==> src/rtl/mem_port_arbiter.sv <==
// Shares the CPU data-memory port with one auxiliary requester (DMA or debug).
// Define ARB_STARVE_EN to enable the starvation counter and forced grant windows.
module mem_port_arbiter #(
    parameter int STARVE_LIMIT = 8,
    parameter int BURST_MAX    = 4
) (
    input  logic        clk,
    input  logic        rst,
    input  logic        cpu_req,
    input  logic [15:0] cpu_addr,
    input  logic [15:0] cpu_wdata,
    input  logic        cpu_we,
    output logic [15:0] cpu_rdata,
    output logic        cpu_stall,
    input  logic        aux_req,
    input  logic        aux_lock,
    input  logic [15:0] aux_addr,
    input  logic [15:0] aux_wdata,
    input  logic        aux_we,
    output logic        aux_gnt,
    output logic [15:0] aux_rdata,
    output logic        aux_rvalid,
    output logic [15:0] mem_addr,
    output logic [15:0] mem_wdata,
    output logic        mem_we,
    input  logic [15:0] mem_rdata
);

    typedef enum logic [1:0] {
        S_CPU = 2'd0,
        S_AUX = 2'd1
    } state_t;

    localparam bit PARAMS_OK = (STARVE_LIMIT >= 2) && (STARVE_LIMIT <= 255) &&
                               (BURST_MAX >= 1) && (BURST_MAX <= 15);
    localparam bit BURST_EN = (BURST_MAX > 1);
    localparam logic [3:0] BURST_LAST = 4'(BURST_MAX - 1);

    if (!PARAMS_OK) begin : g_bad_params
        $error("mem_port_arbiter: STARVE_LIMIT or BURST_MAX out of range");
    end

    state_t     state;
    logic [3:0] burst_cnt;
    logic       forced;
    logic       aux_read;

`ifdef ARB_STARVE_EN
    localparam logic [7:0] FORCE_AT = 8'(STARVE_LIMIT - 1);

    logic [7:0] wait_cnt;

    assign forced = (wait_cnt == FORCE_AT);

    // Counts consecutive cycles an aux request has lost to the CPU; saturates at the force point.
    always_ff @(posedge clk or negedge rst) begin
        if (!rst) begin
            wait_cnt <= 8'd0;
        end else if (aux_gnt || !aux_req) begin
            wait_cnt <= 8'd0;
        end else if (wait_cnt != FORCE_AT) begin
            wait_cnt <= wait_cnt + 8'd1;
        end
    end
`else
    assign forced = 1'b0;
`endif

    always_comb begin
        aux_gnt = 1'b0;
        if (state == S_AUX) begin
            aux_gnt = aux_req;
        end else begin
            aux_gnt = aux_req & (~cpu_req | forced);
        end
    end

    assign cpu_stall = cpu_req & aux_gnt;
    assign aux_read  = aux_gnt & ~aux_we;
    assign cpu_rdata = mem_rdata;

    assign mem_addr  = aux_gnt ? aux_addr  : cpu_addr;
    assign mem_wdata = aux_gnt ? aux_wdata : cpu_wdata;
    assign mem_we    = aux_gnt ? aux_we    : (cpu_req & cpu_we);

    // Ownership FSM plus the registered aux read return path.
    always_ff @(posedge clk or negedge rst) begin
        if (!rst) begin
            state      <= S_CPU;
            burst_cnt  <= 4'd0;
            aux_rdata  <= 16'h0000;
            aux_rvalid <= 1'b0;
        end else begin
            aux_rvalid <= aux_read;
            if (aux_read) begin
                aux_rdata <= mem_rdata;
            end
            case (state)
                S_CPU: begin
                    if (aux_gnt && aux_lock && BURST_EN) begin
                        state     <= S_AUX;
                        burst_cnt <= 4'd1;
                    end
                end
                S_AUX: begin
                    // A dropped request or lock ends the window so the CPU owns the next cycle.
                    if (aux_req && aux_lock && (burst_cnt < BURST_LAST)) begin
                        burst_cnt <= burst_cnt + 4'd1;
                    end else begin
                        state     <= S_CPU;
                        burst_cnt <= 4'd0;
                    end
                end
                default: begin
                    state     <= S_CPU;
                    burst_cnt <= 4'd0;
                end
            endcase
        end
    end

endmodule

==> config.mk <==
export PLATFORM = sky130hd
export DESIGN_NAME = mem_port_arbiter
export DESIGN_NICKNAME = d
export VERILOG_FILES = /design/src/rtl/mem_port_arbiter.sv
export SDC_FILE = /design/constraint.sdc
export NUM_CORES = 1
export LEC_CHECK = 0
export CAP_MARGIN = 20
export CORE_UTILIZATION = 30
export DETAILED_ROUTE_END_ITERATION = 8
export PLACE_DENSITY = 0.84
export SLEW_MARGIN = 10
export SYNTH_ARGS = -nofsm -noshare
export SYNTH_HDL_FRONTEND = slang
export SYNTH_SLANG_ARGS = --single-unit
==> constraint.sdc <==
create_clock -name clk -period 2.11 [get_ports clk]
set_clock_uncertainty 0.05 [all_clocks]
set_input_delay 0.211 -clock clk [delete_from_list [all_inputs] [get_ports clk]]
set_output_delay 0.211 -clock clk [all_outputs]
set_load 0.005 [all_outputs]
Word-level counts from Yosys, hierarchy flattened
Index checks and enable logic that the tools add are counted.
{"block": "totals", "regBits": 23, "in_bits": 87, "output_inout_bits": 68, "wordCells": 30}
{"block": "classes", "n_addsub": 1, "magnitude_cmp": 1, "eq_ne": 3, "n_mux": 10, "n_bitwise": 6, "reduce_logical": 5}
{"op": "$mux 16", "n": 2}
{"op": "$mux 4", "n": 2}
{"op": "$pmux 4 s2", "n": 1}
{"op": "$add 4x1->4 const B", "n": 1}
{"op": "$and 1x1->1", "n": 4}
{"op": "$lt 4x2->1 const B", "n": 1}
{"op": "$mux 2", "n": 2}
{"op": "$ne 2x2->1 const B", "n": 2}
{"op": "$pmux 2 s2", "n": 1}
{"op": "$logic_and 1x1->1", "n": 3}
{"op": "$eq 2x1->1 const B", "n": 1}
{"op": "$logic_not 2->1", "n": 1}
{"op": "$mux 1", "n": 2}
{"op": "$not 1->1", "n": 2}
{"op": "$reduce_and 2->1", "n": 1}

Depth between registers and ports, before layout
Gate-level depths: netlist of the first run.
{"block": "depth", "ltp_word": 6, "depth_mapped": 5, "depth_no_buf": 4}

Worst setup path after synthesis of the first run
OpenSTA, ideal clock, no wires.
{"block": "synth_path", "path_type": "register to output", "start": "register state[0]", "end": "output mem_addr[10]", "arrival_ns": 1.223, "required_ns": 1.849, "slack_ns": 0.626, "path_stages_with_launch": 5, "path_buffers": 1, "cell_sequence": "dfrtp_1 > nand2b_4 > nand2_2 > buf_2 > mux2_2"}
{"block": "synth_via", "elab_chain_cells": 3}
{"item": "start, declared", "line_no": "43", "rtl": "state_t state;"}
{"item": "start signal, assigned", "line_no": "89", "rtl": "state <= S_CPU;"}
{"item": "start signal, assigned", "line_no": "101", "rtl": "state <= S_AUX;"}
{"item": "start signal, assigned", "line_no": "110", "rtl": "state <= S_CPU;"}
{"item": "$eq 2x1->1", "line_no": "71", "rtl": "if (state == S_AUX) begin"}
{"item": "$mux 1", "line_no": "71"}
{"item": "$mux 16", "line_no": "82", "rtl": "assign mem_addr = aux_gnt ? aux_addr : cpu_addr;"}
{"item": "end, declared", "line_no": "23", "rtl": "output logic [15:0] mem_addr,"}
No other way between the ends.

Worst setup path in the final report of the first run
{"block": "layout_path", "start": "register state[0]", "end": "output mem_addr[1]"}
The elaborated chain is that of the path after synthesis.

==> results of run 1 <==
[worst max-delay path, cell delays in order, from the launching register on]
cell	delay, ns
dfrtp_1	0.39
nand2b_4	0.17
nand2_8	0.09
buf_6	0.12
mux2_2	0.32
clkdlybuf4s50_1	0.44
[flip-flops by register name, summed over array words and instances (netlist names)]
register	count
state	1
aux_rdata	16
aux_rvalid	1
burst_cnt	4
[logic make-up (layout without fill, tap and decap cells)]
group,after synthesis,after routing
simple gates,14,14
mux,48,48
fa+ha+maj,1,1
compound gates,4,4
flops,22,22
buf+inv,22,173
[per-stage QoR]
stage | TNS, ns | instances | setup WS, ns
2_1_floorplan | 0 | 111 | 0.6256
3_3_place_gp | -0.6010 | 305 | -0.03935
3_5_place_dp | -1.135 | 305 | -0.06669
4_1_cts | 0 | 313 | 0.001562
5_1_grt | -0.01183 | 314 | -0.01060
6_report | 0 | 314 | 0.06758
[area by class of cell]
class                      count  area, µm²  share of cell area [%]
clock buffer                   3      41.29                   1.338
sequential                    22      550.5                   17.84
multi-input combinational     67      716.9                   23.23
tap                           52      65.06                   2.108
inverter                       1      3.754                  0.1216
timing repair buffer         169       1709                   55.37
[layer usage]
layer | up-vias | share of wire (%) | GRT usage (%)
met5 | - | 0 | 0
li1 | 682 | - | -
met3 | 11 | 8.6 | 4.416
met1 | 676 | 33 | 18.57
met4 | 0 | 3.1 | 8.889
met2 | 94 | 55 | 37.82
[how the worst max path moves through the flow]
stage,end,startpoint,slack [ns],depth (start not counted)
finish,mem_addr[1],state[0]$_DFFE_PN0P_,0.07,5
global route,mem_addr[1],state[0]$_DFFE_PN0P_,-0.01,5
CTS,mem_wdata[15],state[0]$_DFFE_PN0P_,0.002,5
detailed placement,mem_addr[8],cpu_req,-0.07,6
global placement,mem_addr[4],cpu_req,-0.04,6
floorplan,mem_addr[10],state[0]$_DFFE_PN0P_,0.63,4
[layout by cell type (no fill, tap or decap)]
cell type,Yosys,layout
a21oi_1,2,2
nand2b_4,1,1
dlymetal6s2s_1,0,18
and2_1,2,2
mux2_2,40,40
or2_2,1,1
ha_1,1,1
buf_6,1,3
o32ai_1,1,1
or4b_1,1,1
inv_1,1,1
dfrtp_1,22,22
buf_4,16,11
and3_1,1,1
mux2_4,8,8
nor2_1,3,3
nand2_1,2,2
clkdlybuf4s50_1,0,125
clkbuf_8,0,3
nand2_8,0,1
dlygate4sd2_1,0,11
and3b_2,1,1
and3b_1,1,1
a22o_1,1,1
buf_12,1,1
[report_power, final]
part / internal, W / switching, W / total [W]
Combinational: 0.000484 / 0.000174 / 0.000658
Sequential: 0.000490 / 0.0000376 / 0.000528
Clock: 0.000127 / 0.000117 / 0.000244
Total: 0.00110 / 0.000329 / 0.00143
[what timing repair did]
item                       4_1_cts  5_1_grt
gates cloned                     1        0
pin swaps                        0        1
setup endpoints to repair       29       23
setup buffers                    4        1
resized for setup               15       20
==> impl_metrics.py, run 1 <==
metrics = {
    "clock_network": {
        "cts-root-buf": "clkbuf_8",
        "ctsHtreeMaxLevel": 1,
        "cts_tree": "built",
        "cts_num_sinks": 22,
        "postCtsHoldBufs": 0,
        "cts_inserted_buffers": 3,
        "clock_buffer_depth": 2,
        "clk_latency_ns": 0.26,
        "clkTransAtPathRegs_ns": 0.07,
    },
    "detailed_routing": {
        "drt_wl_total_um": 4707,
        "final_antenna_net_count": 0,
        "avgViaCountPerCell": 4.659,
        "drc": 0,
        "dr.first_iter.drc_count": 55,
        "post_drt_wl_per_cell_um": 14.99,
        "drtPass1Iterations": 6,
        "routed-via-count": 1463,
    },
    "floorplan": {
        "num_rows": 24,
        "die-width_um": 70.89,
        "die-area_mm2": 0.005025,
        "floorplan_core_area_mm2": 0.004444,
        "top_level_ports": 155,
        "starting_utilization_of_the_core_area_pct": 32.04,
        "die_height_um": 70.89,
    },
    "synthesis": {
        "synth_mux_area_share_pct": 40.07,
        "dominantRegCellSynth": "dfrtp_1",
        "synth_enable_flop_cells": 0,
        "synth_top_area_cell": "dfrtp_1",
        "synthXorXnorAreaFrac_pct": 0,
        "synth_simple_gate_area_share_pct": 6.503,
        "synth_top_cells_by_area": "dfrtp_1, mux2_2, buf_4",
        "leading_cell_type_by_number_of_instances_after_synthesis": "mux2_2",
        "synth_top_family_by_area": "multiplexers",
        "synthDominantCellAreaShare_pct": 38.66,
        "syn-cell-area_mm2": 0.001424,
        "postSynthAreaPerCell_um2": 12.83,
        "netlist_top_cells_count": "mux2_2, dfrtp_1, buf_4",
        "post_synth_inst_count": 111,
        "ys_async_sr_fraction_pct": 100.0,
        "synthesis.yosys.warnings": 0,
        "ys_seq_elements": 22,
        "synth_sequential_area_ratio_pct": 38.66,
        "post_synth_fa_ha_maj_area_fraction_pct": 0.8787,
        "synth_compound_area_share_pct": 1.933,
        "synth.net_count": 199,
        "yosys.cell_types.count": 22,
    },
    "setup_path": {
        "worst_setup_start_kind": "flip-flop",
        "data_arrival_time_at_the_worst_slack_endpoint_ns": 1.78,
        "timing.critical_path.to_type": "output pin",
        "worst-path-max-fanout": 5,
        "timing_worst_setup_path_type": "flip-flop to output pin",
        "data_required_time_of_the_worst_path_ns": 1.85,
        "worst-r2r-setup-slack_ns": 0.56,
        "timing.reg2reg.worst_path_depth": 3,
        "regToRegStartpoint": "burst_cnt[0]$_DFFE_PN0P_",
        "r2r-end": "burst_cnt[0]$_DFFE_PN0P_",
    },
    "status": {
        "run_status": "complete, no violations",
    },
    "global_route": {
        "grt-ovfl-total": 0,
        "grt_pass1_vias": 1574,
        "grt_antenna_before_repair": 0,
        "grt_pass1_wl_um": 7514,
        "grtUsageTotal_pct": 19.14,
        "grt_max_degree": 23,
    },
    "timing": {
        "max_clock_freq_ghz": 0.4896,
        "period_share_pct": 96.80,
        "fin_worst_hold_slack_ns": 0.2430,
        "finalHoldViolations": 0,
        "tightestPinTransition_ns": 0.2728,
        "setup_viol": 0,
        "slew_violations": 0,
        "post-route-min-period_ns": 2.042,
        "relative_slew_slack_pct": 81.82,
    },
    "final_layout": {
        "post_route_cells_drive_above_1_share_pct": 26.72,
        "final_nets": 352,
        "fillers": 341,
        "final_area_mm2": 0.003087,
        "antenna_cells": 0,
        "postLayoutCoreUtil_pct": 69.45,
        "area_delta_synth_final_pct": 116.8,
    },
    "power": {
        "power.density_cell_area_mw_per_mm2": 463.4,
        "max-vdd-ir-drop_mv": 0.2320,
        "leakagePower_nw": 1.444,
        "totalPowerFinal_w": 0.001430,
    },
    "place": {
        "placement.io_buffers": 154,
        "gp_congestion": 0.7770,
        "placedInstanceArea_mm2": 0.002944,
        "dp.final_hpwl_um": 4062,
    },
    "hold_path": {
        "hp-class": "input port to asynchronous set/reset pin",
    },
    "job": {
        "max_cap_viol_count": 0,
    },
}
(Power assumes the default switching activity.)
==> inputs of run 2 (changes only) <==
CTS_BUF_LIST = sky130_fd_sc_hd__clkbuf_8 sky130_fd_sc_hd__clkbuf_16   (was unset)
==> results of run 2 <==
Final layout, timing and power as in run 1 (identical DEF).
